### src/rtl/bus_cycle_controller.sv
// Bus cycle controller: 8-state T-cycle sequencer arbitrating EX and IF requests.
// Optional fetch fairness via `BCC_FETCH_FAIRNESS_EN (starved IF wins every third contest).
module bus_cycle_controller #(
    parameter int unsigned WAIT_MAX = 15
) (
    input  logic        clk,
    input  logic        rst,
    input  logic        ex_req,
    input  logic        ex_wr,
    input  logic [15:0] ex_addr,
    input  logic [15:0] ex_wdata,
    input  logic        if_req,
    input  logic [15:0] if_addr,
    output logic        ex_gnt,
    output logic        if_gnt,
    output logic        ex_done,
    output logic        if_done,
    output logic [15:0] rd_data,
    output logic        bus_err,
    input  logic        ready,
    output logic [2:0]  t_state,
    output logic        busint,
    output logic        dtr_,
    output logic [15:0] addr_out,
    output logic [15:0] data_out,
    input  logic [15:0] data_in
);

    localparam int WW = (WAIT_MAX < 1) ? 1 : $clog2(WAIT_MAX + 1);

    logic [2:0]    r_t;
    logic [2:0]    w_t_nxt;
    logic [WW-1:0] r_wait;
    logic          r_err;
    logic          r_own_ex;
    logic          r_busint;
    logic          r_dtr;
    logic [15:0]   r_addr;
    logic [15:0]   r_data;
    logic [15:0]   r_rd;
    logic          w_arb;
    logic          w_hold;
    logic          w_wait_full;
    logic          w_ex_win;
    logic          w_if_win;
`ifdef BCC_FETCH_FAIRNESS_EN
    logic [1:0]    r_starve;
`endif

    assign w_arb       = (r_t == 3'd7);
    assign w_wait_full = (r_wait == WW'(WAIT_MAX));
    assign w_hold      = (r_t == 3'd5) && r_busint && !ready && !w_wait_full;

    always_ff @(posedge clk) begin
        if (rst) r_t <= 3'd0;
        else     r_t <= w_t_nxt;
    end

    always_comb begin
        w_t_nxt = r_t + 3'd1;
        if (w_hold) w_t_nxt = 3'd5;
    end

    always_comb begin
        w_if_win = 1'b0;
        w_ex_win = 1'b0;
        if (w_arb) begin
`ifdef BCC_FETCH_FAIRNESS_EN
            w_if_win = if_req && (!ex_req || r_starve == 2'd2);
`else
            w_if_win = if_req && !ex_req;
`endif
            w_ex_win = ex_req && !w_if_win;
        end
    end

    always_comb begin
        ex_gnt  = w_ex_win;
        if_gnt  = w_if_win;
        ex_done = w_arb && r_busint && r_own_ex;
        if_done = w_arb && r_busint && !r_own_ex;
        bus_err = w_arb && r_busint && r_err;
    end

    always_ff @(posedge clk) begin
        if (rst) begin
            r_wait   <= '0;
            r_err    <= 1'b0;
            r_own_ex <= 1'b0;
            r_busint <= 1'b0;
            r_dtr    <= 1'b0;
            r_addr   <= 16'h0;
            r_data   <= 16'h0;
            r_rd     <= 16'h0;
        end else begin
            if (w_arb) begin
                r_busint <= w_ex_win || w_if_win;
                r_own_ex <= w_ex_win;
                r_dtr    <= w_ex_win && ex_wr;
                r_err    <= 1'b0;
                r_wait   <= '0;
                if (w_ex_win) begin
                    r_addr <= ex_addr;
                    r_data <= ex_wdata;
                end else if (w_if_win) begin
                    r_addr <= if_addr;
                end
            end
            if (r_t == 3'd5 && r_busint) begin
                if (w_hold) begin
                    r_wait <= r_wait + WW'(1);
                end else begin
                    // Leaving state 5 without ready means the wait budget ran out
                    if (!ready) r_err <= 1'b1;
                    if (!r_dtr) r_rd <= ready ? data_in : 16'hFFFF;
                end
            end
        end
    end

`ifdef BCC_FETCH_FAIRNESS_EN
    always_ff @(posedge clk) begin
        if (rst) begin
            r_starve <= 2'd0;
        end else if (w_arb) begin
            if (w_if_win)                r_starve <= 2'd0;
            else if (if_req && w_ex_win) r_starve <= r_starve + 2'd1;
        end
    end
`endif

    assign t_state  = r_t;
    assign busint   = r_busint;
    assign dtr_     = r_dtr;
    assign addr_out = r_addr;
    assign data_out = r_data;
    assign rd_data  = r_rd;

endmodule

### config.mk
export PLATFORM = sky130hd
export DESIGN_NAME = bus_cycle_controller
export DESIGN_NICKNAME = d
export VERILOG_FILES = /design/src/rtl/bus_cycle_controller.sv
export SDC_FILE = /design/constraint.sdc
export NUM_CORES = 1
export LEC_CHECK = 0
export CAP_MARGIN = 10
export CORE_UTILIZATION = 43
export DETAILED_ROUTE_END_ITERATION = 8
export PLACE_DENSITY_LB_ADDON = 0.08
export SLEW_MARGIN = 15
export SYNTH_ARGS = -nofsm -noshare
export SYNTH_HDL_FRONTEND = slang
export SYNTH_SLANG_ARGS = --single-unit
### constraint.sdc
create_clock -name clk -period 3.5 [get_ports clk]
set_clock_uncertainty 0.05 [all_clocks]
set_input_delay 0.35 -clock clk [delete_from_list [all_inputs] [get_ports clk]]
set_output_delay 0.35 -clock clk [all_outputs]
set_load 0.005 [all_outputs]
### Word-level counts from Yosys, hierarchy flattened

Index checks and enable logic that the tools add are counted.

* register bits after elaboration: 59
* input port bits: 70
* output and inout bits: 58
* logic and storage cells: 51

* add/subtract/negate cells: 2
* equal/unequal tests: 3
* multiplexer cells: 13
* bitwise logic cells: 2
* reductions and logical operators: 21

Operators by type and width (number)
* 2-to-1 mux 16 bit: 3
* 2-to-1 mux 4 bit: 3
* logical AND 1 bit: 10
* == test 3 bit (second input constant): 2
* 2-to-1 mux 1 bit: 6
* zero test 1 bit: 5
* adder 4 x 1 -> 4 bit (second input constant): 1
* == test 4 bit (second input constant): 1
* AND reduction 2 bit: 2
* adder 3 x 1 -> 3 bit (second input constant): 1
* 2-to-1 mux 3 bit: 1
* AND reduction 3 bit: 1
* NOT 1 bit: 2
* nonzero test 2 bit: 1
* OR reduction 2 bit: 1
* logical OR 1 bit: 1

### Logic depth before layout (Yosys ltp)

Gate-level depths: netlist (run 1).

* word-level depth: 7
* gate-level depth with buffers: 8
* gate-level depth less buffers: 6

### Least setup slack after synthesis (run 1)

OpenSTA, ideal clock, no wires.

* path type: register -> register
* start point: register r_t[1] (netlist: t_state[1])
* end point: register r_rd[10] (netlist: rd_data[10])
* setup time: 0.121 ns
* data arrival time: 1.725 ns
* data required time: 3.329 ns
* slack: 1.604 ns
* cell stages (with the launch flop): 9
* buffers on the path: 3
* clock period less this slack: 1.896 ns
* cells stage by stage: dfxtp_1 > inv_1 > ha_1 > and4b_1 > buf_6 > a211o_1 > buf_6 > buf_12 > mux2_4

* longest elaborated chain between the ends: 6

Ends and longest elaborated chain
* start, declared: RTL line 31 `logic [2:0] r_t;`
* start signal, assigned: RTL line 56 `else r_t <= w_t_nxt;`
* == test 3 bit *: RTL line 52, 109
* logical AND 1 bit *: RTL line 52, 109
* logical AND 1 bit (2 in a row): RTL line 52 `assign w_hold = (r_t == 3'd5) && r_busint && !ready && !w_wait_full;`
* NOT 1 bit (no source line)
* AND reduction 3 bit (no source line) *
* end signal, assigned: RTL line 115 `if (!r_dtr) r_rd <= ready ? data_in : 16'hFFFF;`
* end, declared: RTL line 40 `logic [15:0] r_rd;`

Mark *: on every way between the ends. The rest lies on a longest branch, timed or not.
A chain may end at the register's enable or synchronous reset.

### Worst setup path after layout (run 1)

* start point: register r_t[0] (netlist: t_state[0])
* end point: output if_gnt

* longest elaborated chain between the ends: 2

Ends and longest elaborated chain
* == test 3 bit: RTL line 50 `assign w_arb = (r_t == 3'd7);`
* 2-to-1 mux 1 bit: RTL line 67 `if (w_arb) begin`
* end, declared: RTL line 15 `output logic if_gnt,`

No other way between the ends.

==> flow_summary.ini, run 1 <==
[clocking]
numCtsBuffers = 9
clock-root-buffer = sky130_fd_sc_hd__clkbuf_8
post_cts_buffers = 0
cts-htree-levels = 3
tritoncts = yes
cts_resized = 0
clock_latency_ns = 0.32
clock_pin_slew_worst_setup_and_hold_paths_ns = 0.06
cts_hold_repair.buffers = 0
clock_tree.buffer_depth = 2
clock_sinks = 59

[routing]
route.final.wire_length_um = 6520
route.detailed.wl_per_inst_um = 13.0
route.antenna.remaining_nets = 0
initialDrtViolationCount = 114
drtPass1Iterations = 4
detail_route.vias_per_cell = 4.97
drc = 0
via_count = 2502

[critical_path]
setup.worst_path.class = flop to output port
reg2regPathDepth = 8
required_ns = 3.10
path_buf_inv = 2
cpLargestDelayFamily = buffers and inverters
critical_path_endpoint_category = output port
critical-path-max-stage-delay_ns = 0.53
worst-path-max-fanout = 9
setup.reg_to_reg.worst_slack_ns = 1.37
r2r_start = t_state[0]
critPathMostFrequentCell = sky130_fd_sc_hd__ha_1
r2r-end = addr_out[14]
crit_path_top_delay_cell = sky130_fd_sc_hd__clkdlybuf4s50_1
timing.critical_path.cells = ha_1 -> ha_1 -> clkinv_1 -> nor3b_1 -> clkdlybuf4s50_1
worst-endpoint-arrival_ns = 2.15
worst_setup_path_start_kind = flop

[grt]
vias_in_the_first_global_route = 2369
antenna_found_initial = 0
grt_overflow_total = 0
grt_pass1_wl_um = 10400
grt.total_usage_pct = 21.0
grt_max_degree = 54

[yosys]
yosysWarnings = 0
mappedNetlistNets = 379
edff_count_synth = 0
synthSimpleGateAreaFrac_pct = 20.1
ys_seq_elements = 59
synth.yosys.seq_area_share_pct = 45.8
synth-compound-area-share_pct = 16.4
synthDominantAreaCellType = sky130_fd_sc_hd__dfxtp_1
synth_common_cells = 67 x sky130_fd_sc_hd__nand2_1, 59 x sky130_fd_sc_hd__dfxtp_1, 39 x sky130_fd_sc_hd__a21oi_1
xor_xnor_share_of_the_synthesized_area_pct = 0
synth.area.top_cells = sky130_fd_sc_hd__dfxtp_1 46%, sky130_fd_sc_hd__nand2_1 9.8%, sky130_fd_sc_hd__a21oi_1 7.6%, sky130_fd_sc_hd__mux2_4 5.8%, sky130_fd_sc_hd__a311oi_1 5.4%
synth_top_family_by_area = simple AND/OR/NAND/NOR gates
synth.mux.area_fraction_pct = 8.44
netlist.area_leader.share_pct = 45.8
mappedNetlistArea_mm2 = 0.00258
number_of_library_cell_types_mapped_by_synthesis = 30
synthesis.area_per_instance_um2 = 8.45
async_flop_share_pct = 0
ys_dominant_reg_cell = sky130_fd_sc_hd__dfxtp_1
yosys.area_share.adder_pct = 1.94
postSynthCellCount = 305
yosysMostFrequentCell = sky130_fd_sc_hd__nand2_1

[sta]
layout_worst_path_cycle_share_pct = 73.0
timing.final.hold_violations = 0
post-route-min-period_ns = 2.55
fin_tns_setup_ns = 0
measured_slew_at_the_worst_slew_check_pin_ns = 0.934
slew_headroom_pct = 37.8
timing.final.ws_setup_ns = 0.947
rsz_0062_raised_after_global_routing = no
setup_violations = 0
fmax_mhz = 392
final-max-slew-violation-count = 0

[place]
gp_congestion = 0.794
dpl_worst_slack_ns = 1.13
dp.cells = 488
detailed_place_hpwl_um = 4410
portBuffers = 127

[worst_hold_path]
hold_class = flop to flop
timing.hold.worst.start = data_out[3]
hold-path-endpoint = data_out[3]
holdPathStages = 2

[floorplan]
ios = 128
fp.dieW_um = 79.4
design.core.area_mm2 = 0.00564
fp-row-count = 27
initial_utilization_pct = 45.7
fp.dieArea_mm2 = 0.00631
chipHeight_um = 79.4

[cells_and_area]
fin_util_pct = 71.9
area_taken_by_multi_input_logic_gates_mm2 = 0.00121
nNetsFinal = 501
syn_to_final_growth_pct = 57.3
final.fill_count = 435
layout.cells.non_filler = 503
insertedDiodeCount = 0
drive_gt1_share_pct = 8.35
register_area_mm2 = 0.00118

[job]
max_cap_viol_count = 0

[power_and_ir_drop]
power_leakage_nw = 1.57
p_total_mw = 1.42
power.ir.vdd_worst_uv = 223
pd_cells_mw_per_mm2 = 349

[outcome]
outcome = finished clean
[metal layers]
| layer | up-vias | part of all wire, % | track usage [%] |
|---|---|---|---|
| met3 | 8 | 9.5 | 8.11 |
| met2 | 89 | 46 | 35.0 |
| met1 | 1134 | 43 | 23.7 |
| met4 | 0 | 1.2 | 8.73 |
| met5 | - | 0 | 0 |
| li1 | 1271 | - | - |
[power breakdown]
group | internal (mW) | switching, mW
sequential | 0.676 | 0.00375
combinational | 0.0870 | 0.0428
clock | 0.363 | 0.243
total | 1.13 | 0.289
[layout make-up]
type / instances / share of cell area (%)
well taps: 72 / 2.22
clock buffers: 13 / 3.92
repair buffers: 133 / 32.3
clock inverters: 2 / 0.864
multi-input cells: 205 / 29.8
inverters: 19 / 1.76
flip-flops and latches: 59 / 29.1
[worst max path at each step]
stage               slack, ns  cells past startpoint           to       start
global placement         1.17                      6  rd_data[14]       ready
finish                   0.95                      5       if_gnt  t_state[0]
floorplan                1.60                      8  rd_data[10]  t_state[1]
global route             0.79                      5       if_gnt  t_state[0]
CTS                      0.93                      5       if_gnt  t_state[0]
detailed placement       1.13                      6  rd_data[12]       ready
[registers in the layout, summed over array words and instances, names as in the netlist]
signal    cells
dtr_          1
t_state       3
rd_data      16
r_own_ex      1
busint        1
r_err         1
r_wait        4
addr_out     16
data_out     16
[cell usage in the layout (no fill, tap or decap)]
master and n:
sky130_fd_sc_hd__clkinv_2 1, sky130_fd_sc_hd__a31oi_1 1, sky130_fd_sc_hd__nand2_1 67, sky130_fd_sc_hd__nor2_1 22
sky130_fd_sc_hd__nor2b_1 16, sky130_fd_sc_hd__clkbuf_8 11, sky130_fd_sc_hd__buf_2 1, sky130_fd_sc_hd__a21oi_1 39
sky130_fd_sc_hd__a22oi_1 2, sky130_fd_sc_hd__clkdlybuf4s50_1 126, sky130_fd_sc_hd__inv_1 17, sky130_fd_sc_hd__and3_1 3
sky130_fd_sc_hd__and4b_1 1, sky130_fd_sc_hd__bufinv_16 1, sky130_fd_sc_hd__o211ai_1 3, sky130_fd_sc_hd__buf_4 6
sky130_fd_sc_hd__a211o_1 1, sky130_fd_sc_hd__dfxtp_1 59, sky130_fd_sc_hd__nand4b_1 1, sky130_fd_sc_hd__o21ai_0 1
sky130_fd_sc_hd__nand4_1 1, sky130_fd_sc_hd__or3_1 2, sky130_fd_sc_hd__o21a_1 2, sky130_fd_sc_hd__nor3b_1 1
sky130_fd_sc_hd__clkinv_1 2, sky130_fd_sc_hd__mux2_2 6, sky130_fd_sc_hd__clkbuf_1 2, sky130_fd_sc_hd__mux2_4 10
sky130_fd_sc_hd__nand3_1 4, sky130_fd_sc_hd__a211oi_1 2, sky130_fd_sc_hd__a311oi_1 16, sky130_fd_sc_hd__ha_1 4
[worst reg2reg max path: stages (launching register included)]
cell,delay (ns)
sky130_fd_sc_hd__dfxtp_1,0.38
sky130_fd_sc_hd__ha_1,0.17
sky130_fd_sc_hd__ha_1,0.25
sky130_fd_sc_hd__nand2_1,0.09
sky130_fd_sc_hd__buf_4,0.25
sky130_fd_sc_hd__clkinv_1,0.10
sky130_fd_sc_hd__buf_4,0.34
sky130_fd_sc_hd__nand2_1,0.12
sky130_fd_sc_hd__a311oi_1,0.28
[cells by family after synthesis]
kind of cell	count (synthesis)
mux	16
simple gates	118
compound gates	67
flops	59
fa+ha+maj	4
buf+inv	41
[stage by stage]
step	hold slack, ns	cell area (µm²)
after floorplan	0.403	2580
after global placement	0.392	3860
after detailed placement	0.399	3860
after CTS	0.408	4060
after global routing	0.421	4060
final	0.406	4060
No activity file was read; power rests on OpenSTA's default activity.
==> inputs of run 2 (changes only) <==
--- a/config.mk
+++ b/config.mk
@@ -6,7 +6,7 @@
 export NUM_CORES = 1
 export LEC_CHECK = 0
 export CAP_MARGIN = 10
-export CORE_UTILIZATION = 43
+export CORE_UTILIZATION = 36
 export DETAILED_ROUTE_END_ITERATION = 8
 export PLACE_DENSITY_LB_ADDON = 0.08
 export SLEW_MARGIN = 15
==> constraint.sdc (replaced) <==
create_clock -name clk -period 2.1 [get_ports clk]
set_clock_uncertainty 0.05 [all_clocks]
set_input_delay 0.21 -clock clk [delete_from_list [all_inputs] [get_ports clk]]
set_output_delay 0.21 -clock clk [all_outputs]
set_load 0.005 [all_outputs]
==> run 2 against run 1 <==
Die area grew 19%. First-iteration DRC count down 29%. Cell area rose by 1.6%. Final cell count up 5.8%. Sequential power increased by 66%. Routed wire length increased by 3.7%. Largest cell class unchanged. Largest power group unchanged. Highest routed layer unchanged.
==> flow_summary.ini, run 2 (synthesized netlist as in run 1, its figures left out) <==
[cells_and_area]
drive_gt1_share_pct = 9.86
nNetsFinal = 505
insertedDiodeCount = 0
most_frequent_cells_in_the_layout = 125 x sky130_fd_sc_hd__clkdlybuf4s50_1, 67 x sky130_fd_sc_hd__nand2_1, 58 x sky130_fd_sc_hd__dfxtp_1
syn_to_final_growth_pct = 59.9
layout.cells.most_common = sky130_fd_sc_hd__clkdlybuf4s50_1

[sta]
measured_slew_at_the_worst_slew_check_pin_ns = 0.563
setup_violations = 0
fin_tns_setup_ns = 0
timing.final.hold_violations = 0
fmax_mhz = 508
timing.hold.ws_ns = 0.377
final-max-slew-violation-count = 0
layout_worst_path_cycle_share_pct = 93.7
post-route-min-period_ns = 1.97
slew_headroom_pct = 62.5
rsz_0062_raised_after_global_routing = no

[routing]
via_count = 2501
route.final.wire_length_um = 6760
detail_route.vias_per_cell = 4.70
route.detailed.wl_per_inst_um = 12.7
drtPass1Iterations = 6
drc = 0
route.antenna.remaining_nets = 0
initialDrtViolationCount = 81

[floorplan]
fp-row-count = 30
initial_utilization_pct = 37.5
design.core.area_mm2 = 0.00687
fp.dieArea_mm2 = 0.00751
chipHeight_um = 86.6
fp.dieW_um = 86.6
ios = 128

[place]
gp_congestion = 0.735
portBuffers = 127
detailed_place_hpwl_um = 4660

[grt]
grt.total_usage_pct = 18.7
vias_in_the_first_global_route = 2319
grt_overflow_total = 0
grt_pass1_wl_um = 10800
antenna_found_initial = 0
grt_max_degree = 35

[clocking]
cts-htree-levels = 3
numCtsBuffers = 9
clock_sinks = 59
clock_tree.buffer_depth = 2
clock_pin_slew_worst_setup_and_hold_paths_ns = 0.07
clock-root-buffer = sky130_fd_sc_hd__clkbuf_8
tritoncts = yes
cts_hold_repair.buffers = 0
clock_latency_ns = 0.33

[power_and_ir_drop]
power_leakage_nw = 1.59
part_of_the_total_power_dissipated_in_combinational_logic_pct = 9.7
power.ir.vdd_worst_uv = 324
net-switching-power_mw = 0.510
netSwitchingFraction_pct = 22.4
pwr-share-clk_pct = 40.5
pd_cells_mw_per_mm2 = 552
cellInternalPower_mw = 1.76
pwr-share-seq_pct = 49.8

[job]
max_cap_viol_count = 0

[critical_path]
worst_setup_path_start_kind = flop
setup.worst_path.class = flop to output port
worst-path-max-fanout = 6
required_ns = 1.84
worst-endpoint-arrival_ns = 1.71
critical_path_endpoint_category = output port

[worst_hold_path]
hold_class = primary input to flop

[outcome]
outcome = finished clean
==> run 2: cell count changes in the layout (fill, tap and decap cells not counted), sizes merged <==
cell	delta
dlygate4sd2	+1
bufinv	-1
clkbuf	+1
buf	+4
clkinv	+1
clkdlybuf4s50	-1
==> run 2: what timing repair did <==
action,CTS,global route
endpoints found under the setup margin,2,0
setup buffers,0,0
resized for setup,5,0
==> run 2: cell type report <==
class	count	area, µm²
timing repair buffer	137	1350
multi-input combinational	205	1220
tap	96	120
clock buffer	14	163
fill	641	2750
sequential	59	1180
clock inverter	2	10.0
inverter	19	71.3
==> run 2: worst paths after layout <==
check | start | endpoint | slack (ns) | depth (start not counted)
worst max register to register | r_wait[0] | rd_data[12] | 0.25 | 5
worst min register to register | data_out[7] | data_out[7] | 0.40 | 2
worst max-delay path | t_state[1] | ex_gnt | 0.13 | 5
worst min-delay path | ex_wdata[14] | data_out[14] | 0.38 | 3
==> run 2: metal layers <==
layer,vias to the layer above,global-route usage (%),part of all wire (%)
met4,0,9.24,1.9
met3,11,6.67,7.3
met1,1134,22.3,43
met2,74,29.8,48
li1,1282,-,-
met5,-,0,0
==> run 2: power groups by stage <==
| stage | Clock, mW | Sequential (mW) | Combinational (mW) |
|---|---|---|---|
| 3_5_place_dp | 0 | 1.16 | 0.218 |
| 5_1_grt | 1.01 | 1.13 | 0.241 |
| 3_3_place_gp | 0 | 1.16 | 0.216 |
| 6_report | 0.922 | 1.13 | 0.220 |
| 2_1_floorplan | 0 | 1.16 | 0.0610 |
| 4_1_cts | 0.946 | 1.13 | 0.221 |
==> run 2: critical path, cell delays in order, from the launching register on <==
cell and delay (ns):
sky130_fd_sc_hd__dfxtp_1 0.36, sky130_fd_sc_hd__ha_2 0.20, sky130_fd_sc_hd__ha_4 0.16, sky130_fd_sc_hd__nand2_1 0.09, sky130_fd_sc_hd__clkinv_1 0.08, sky130_fd_sc_hd__clkdlybuf4s50_1 0.50
==> run 2: through the flow <==
step,std cells,utilization (%),total power [mW],setup WS [ns],cell area (µm²)
final,532,60.0,2.28,0.132,4120
after global placement,516,57.3,1.37,0.216,3940
after CTS,532,60.0,2.30,0.0972,4120
after detailed placement,516,57.3,1.38,0.199,3940
after global routing,532,60.0,2.38,0.0150,4120
after floorplan,305,-,1.22,0.204,2580
==> edit 1, RTL diff (flow settings as in run 2) <==
Change the parameter `WAIT_MAX` from 15 to 30.
--- a/src/rtl/bus_cycle_controller.sv
+++ b/src/rtl/bus_cycle_controller.sv
@@ -3,3 +3,3 @@
 module bus_cycle_controller #(
-    parameter int unsigned WAIT_MAX = 15
+    parameter int unsigned WAIT_MAX = 30
 ) (
Behaviour: same outputs for any inputs over 10 cycles, from zero or initial values and one cycle with rst high; that may be too few to reach the edited logic, so the function may still have changed.
==> edit 1 against run 2 <==
Sequential share of layout area up 1.5 points; routed wire length is 4.2% lower; worst setup slack worse by 0.013 ns; via count fell by 4.5%; design area is 3.2% lower; critical path depth stayed put; area after synthesis fell by 7.4%; power increased by 16%; sequential cell count grew 1; critical path type unchanged.
==> edit 1: results (changes against run 2) <==
Synth
  – Post-synth cell types: 32 (+6.7%)
  – Synth warnings: 0 (unchanged)
  – Post-Synth Adder-Cell Area: 0.0262 (+0.00680)
  – XOR/XNOR share of the synthesized area: 0 (unchanged)
  – Most frequent cells after synthesis: nand2_1, dfxtp_1, a21oi_1, nor2_1, a311oi_1
  – Compound-Gate Fraction of Synth Area: 0.231 (+0.0666)
  – Mux cell area share after synthesis: 0 (-0.0844)
  – Ranking of synthesized cells by area: dfxtp_1, nand2_1, a311oi_1, o221a_1, a21oi_1
  – Sequential-to-total area share from yosys stat: 0.503 (+0.0451)
  – Synth Net Count: 338 (-11%)

Global route
  – First-pass GRT wire length: 11200 microns (+3.2%)
  – Vias in the first global route: 2271 (-2.1%)
  – GRT Util Overall: 0.199 (+0.0119)
  – Initial antenna violation count: 0 (unchanged)
  – Pin count of the biggest net entering global routing: 45 (+29%)

Finish
  – # diodes: 0 (unchanged)
  – Total Nets Final: 463 (-8.3%)
  – Number of fill cells: 557 (-13%)
  – Layout cells sized above 1: 0.0941 (-0.00448)

Pwr
  – Lkg Pwr: 1.41 nW (-11%)
  – Share of power burned in combinational logic: 0.076 (-0.021)
  – Maximum VDD drop: 338 uV (+4.3%)
  – Sw power: 497 uW (-2.5%)
  – Clock Power Share: 0.487 (+0.082)
  – Tot Pwr: 2.64 mW (+16%)

Placed design
  – Final HPWL DP: 4450 microns (-4.5%)
  – IO Port Bufs: 127 (unchanged)
  – Final GP Congestion: 0.729 (-0.84%)

Drt
  – Routed WL: 6470 microns (-4.2%)
  – Via count: 2388 (-4.5%)
  – DRT iter0 DRCs: 114 (+41%)
  – DR pass1 iterations: 5 (-1)

Worst setup path
  – Worst Reg-to-Reg Cells: 5 (unchanged)
  – Crit path max-delay cell type: clkdlybuf4s50_1
  – Setup crit start: t_state[1]
  – Kind of cell adding the most delay to the critical path: buffers and inverters
  – CP Max Fanout: 6 (unchanged)
  – R2r startpoint: t_state[0]

STA
  – Max_slew headroom: 0.631 (+0.00568)

Clock network
  – Max clock buf depth: 2 (unchanged)
  – Post_cts resized: 6 (+1)
  – Post-CTS setup buffers: 1 (+1)
  – Total CTS buffers: 9 (unchanged)

Job
  – Maxcap violations: 0 (unchanged)

Worst hold path
  – Worst Hold Launch: ex_wdata[5]
  – Worst hold path stage count: 3 (unchanged)

Outcome
  – Status: completed
## edit 1: cell types whose count changed in the layout (fill, tap and decap cells not counted), sizes merged, moves of 2 or more
cell           before  now
a21oi              39   22
mux2               16    0
nor2b              16    0
o221a               0   16
inv                17    4
buf                11    6
bufinv              0    3
nand3               4    1
and4b               1    3
clkbuf             14   12
clkdlybuf4s50     125  127
clkinv              4    2
o2111ai             0    2
o31ai               0    2
## edit 1: layout make-up
class,instances,share of cell area
inverter,5,0.00470
tap,77,0.0241
timing repair buffer,133,0.333
multi-input combinational,179,0.273
clock inverter,4,0.0238
sequential,60,0.302
clock buffer,12,0.0389
## edit 1: cells by family (layout without fill, tap and decap cells)
group	Yosys count	in the layout
flops	60	60
compound gates	69	69
buf+inv	24	154
fa+ha+maj	5	5
simple gates	105	105
## edit 1: stage by stage
| stage | instance area [sq um] | cells | worst slack, ns | hold slack [ns] |
|---|---|---|---|---|
| 6_report | 3990 | 470 | 0.119 | 0.377 |
| 5_1_grt | 3990 | 470 | 0.0348 | 0.391 |
| 4_1_cts | 3990 | 470 | 0.0195 | 0.366 |
| 3_5_place_dp | 3710 | 453 | 0.198 | 0.398 |
| 3_3_place_gp | 3710 | 453 | 0.274 | 0.390 |
| 2_1_floorplan | 2390 | 263 | 0.438 | 0.296 |
## edit 1: worst paths after layout
check	endpoint	slack, ns
max reg2reg	rd_data[2]	0.34
min	data_out[5]	0.38
max	if_gnt	0.12
min reg2reg	data_out[7]	0.40
## edit 1: per-layer routing
layer / global-route usage / vias up / wire length (microns)
met3: 0.0646 / 10 / 493
met1: 0.261 / 1094 / 2910
li1: - / 1202 / -
met5: 0 / - / 0
met2: 0.303 / 82 / 2970
met4: 0.0786 / 0 / 97
==> edit 2, RTL diff (settings of run 2) <==
Made on the original files. Register the output `bus_err`, cleared by the reset; this adds one clock of latency there. The other outputs are not delayed to match.
--- a/src/rtl/bus_cycle_controller.sv
+++ b/src/rtl/bus_cycle_controller.sv
@@ -29,2 +29,4 @@
     localparam int WW = (WAIT_MAX < 1) ? 1 : $clog2(WAIT_MAX + 1);
+
+    logic bus_err_d;
 
@@ -81,3 +83,3 @@
         if_done = w_arb && r_busint && !r_own_ex;
-        bus_err = w_arb && r_busint && r_err;
+        bus_err_d = w_arb && r_busint && r_err;
     end
@@ -138,2 +140,10 @@
 
+    always_ff @(posedge clk) begin
+        if (rst) begin
+            bus_err <= '0;
+        end else begin
+            bus_err <= bus_err_d;
+        end
+    end
+
 endmodule
Formal check against the unedited RTL: no difference found for any inputs over 10 cycles, from zero or initial values and one cycle with rst high; that may be too few to reach the edited logic, so the function may still have changed.
==> edit 2 against run 2 <==
Sequential cell count rose by 1; critical endpoint unchanged; power fell by 2.1%; via count fell by 1.4%; worst setup slack got worse by 0.0024 ns; design area rose by 0.46%; routed wire length rose by 0.98%; global-route usage rose by 0.16 points; area after synthesis rose by 0.82%; largest power group unchanged.
==> edit 2: results (changes against run 2) <==
Outcome
  – Status: completed

Worst setup path
  – Worst Reg-to-Reg Cells: 6 (+1)
  – Terminus of the critical flop-to-flop path: rd_data[14]
  – R2r startpoint: t_state[1]

Drt
  – DRT iter0 DRCs: 62 (-23%)
  – Routed WL: 6820 microns (+0.98%)
  – WL per Instance: 12.8 microns (+0.98%)
  – Met2 wire len: 3160 microns (-2.0%)
  – Via count: 2465 (-1.4%)
  – Met3 WL: 538 microns (+9.3%)

Finish
  – Layout clock buffers: 11 (-3)
  – Layout cells sized above 1: 0.106 (+0.00688)
  – Total Nets Final: 507 (+0.40%)
  – Bufs w/o clock: 138 (+0.73%)
  – Multi-input gate area: 0.00123 sq mm (+0.51%)
  – Non-clk buf share: 0.328 (about the same)

Clock network
  – Post_cts resized: 7 (+2)

Pwr
  – Maximum VDD drop: 261 uV (-19%)
  – Sw power: 494 uW (-3.3%)
  – Lkg Pwr: 1.59 nW (+0.15%)
  – Int Pwr: 1.74 mW (-1.7%)
  – Clock Power Share: 0.383 (-0.022)

Synth
  – Post-Synth Adder-Cell Area: 0.0192 (-0.000159)
  – Ranking of synthesized cells by area: dfxtp_1, nand2_1, a21oi_1, mux2_4, a311oi_1
  – Mux cell area share after synthesis: 0.0837 (-0.000691)
  – Sequential-to-total area share from yosys stat: 0.462 (+0.00395)
  – Synth Net Count: 380 (+0.26%)
  – Most frequent cells after synthesis: nand2_1, dfxtp_1, a21oi_1
  – Synth Register Bits: 60 (+1.7%)

Global route
  – First-pass GRT wire length: 11000 microns (+2.2%)
  – Vias in the first global route: 2402 (+3.6%)

Worst hold path
  – Worst Hold Launch: ex_wdata[9]

Placed design
  – Final HPWL DP: 4740 microns (+1.7%)
  – Placed cell count: 518 (+0.39%)

STA
  – Final hold slack: 0.373 ns (-0.00388 ns)
  – Max_slew headroom: 0.626 (+0.00140)
edit 2: cell types whose count changed after synthesis:
cell / delta
buf_1: +1
clkbuf_1: -1
nor3b_1: +1
and3_1: -1
dfxtp_1: +1
edit 2: metrics by stage:
stage / cell area (sq um) / worst slack [ns]
final: 4140 / 0.130
after global routing: 4140 / 0.0222
after CTS: 4140 / 0.107
after detailed placement: 3960 / 0.198
after global placement: 3960 / 0.218
after floorplan: 2600 / 0.204
edit 2: worst max path at each step:
stage,start,end,slack (ns),cells after the start
after floorplan,t_state[1],rd_data[10],0.20,8
after detailed placement,ready,rd_data[13],0.20,5
after global routing,t_state[0],ex_gnt,0.02,5
final,t_state[0],ex_gnt,0.13,5
after CTS,t_state[0],ex_gnt,0.11,5
after global placement,ready,rd_data[13],0.22,5
edit 2: layer usage:
layer / vias to the layer above / global-route usage
met2: 73 / 0.292
met4: 0 / 0.0682
li1: 1280 / -
met1: 1108 / 0.235
met5: - / 0
met3: 4 / 0.0768
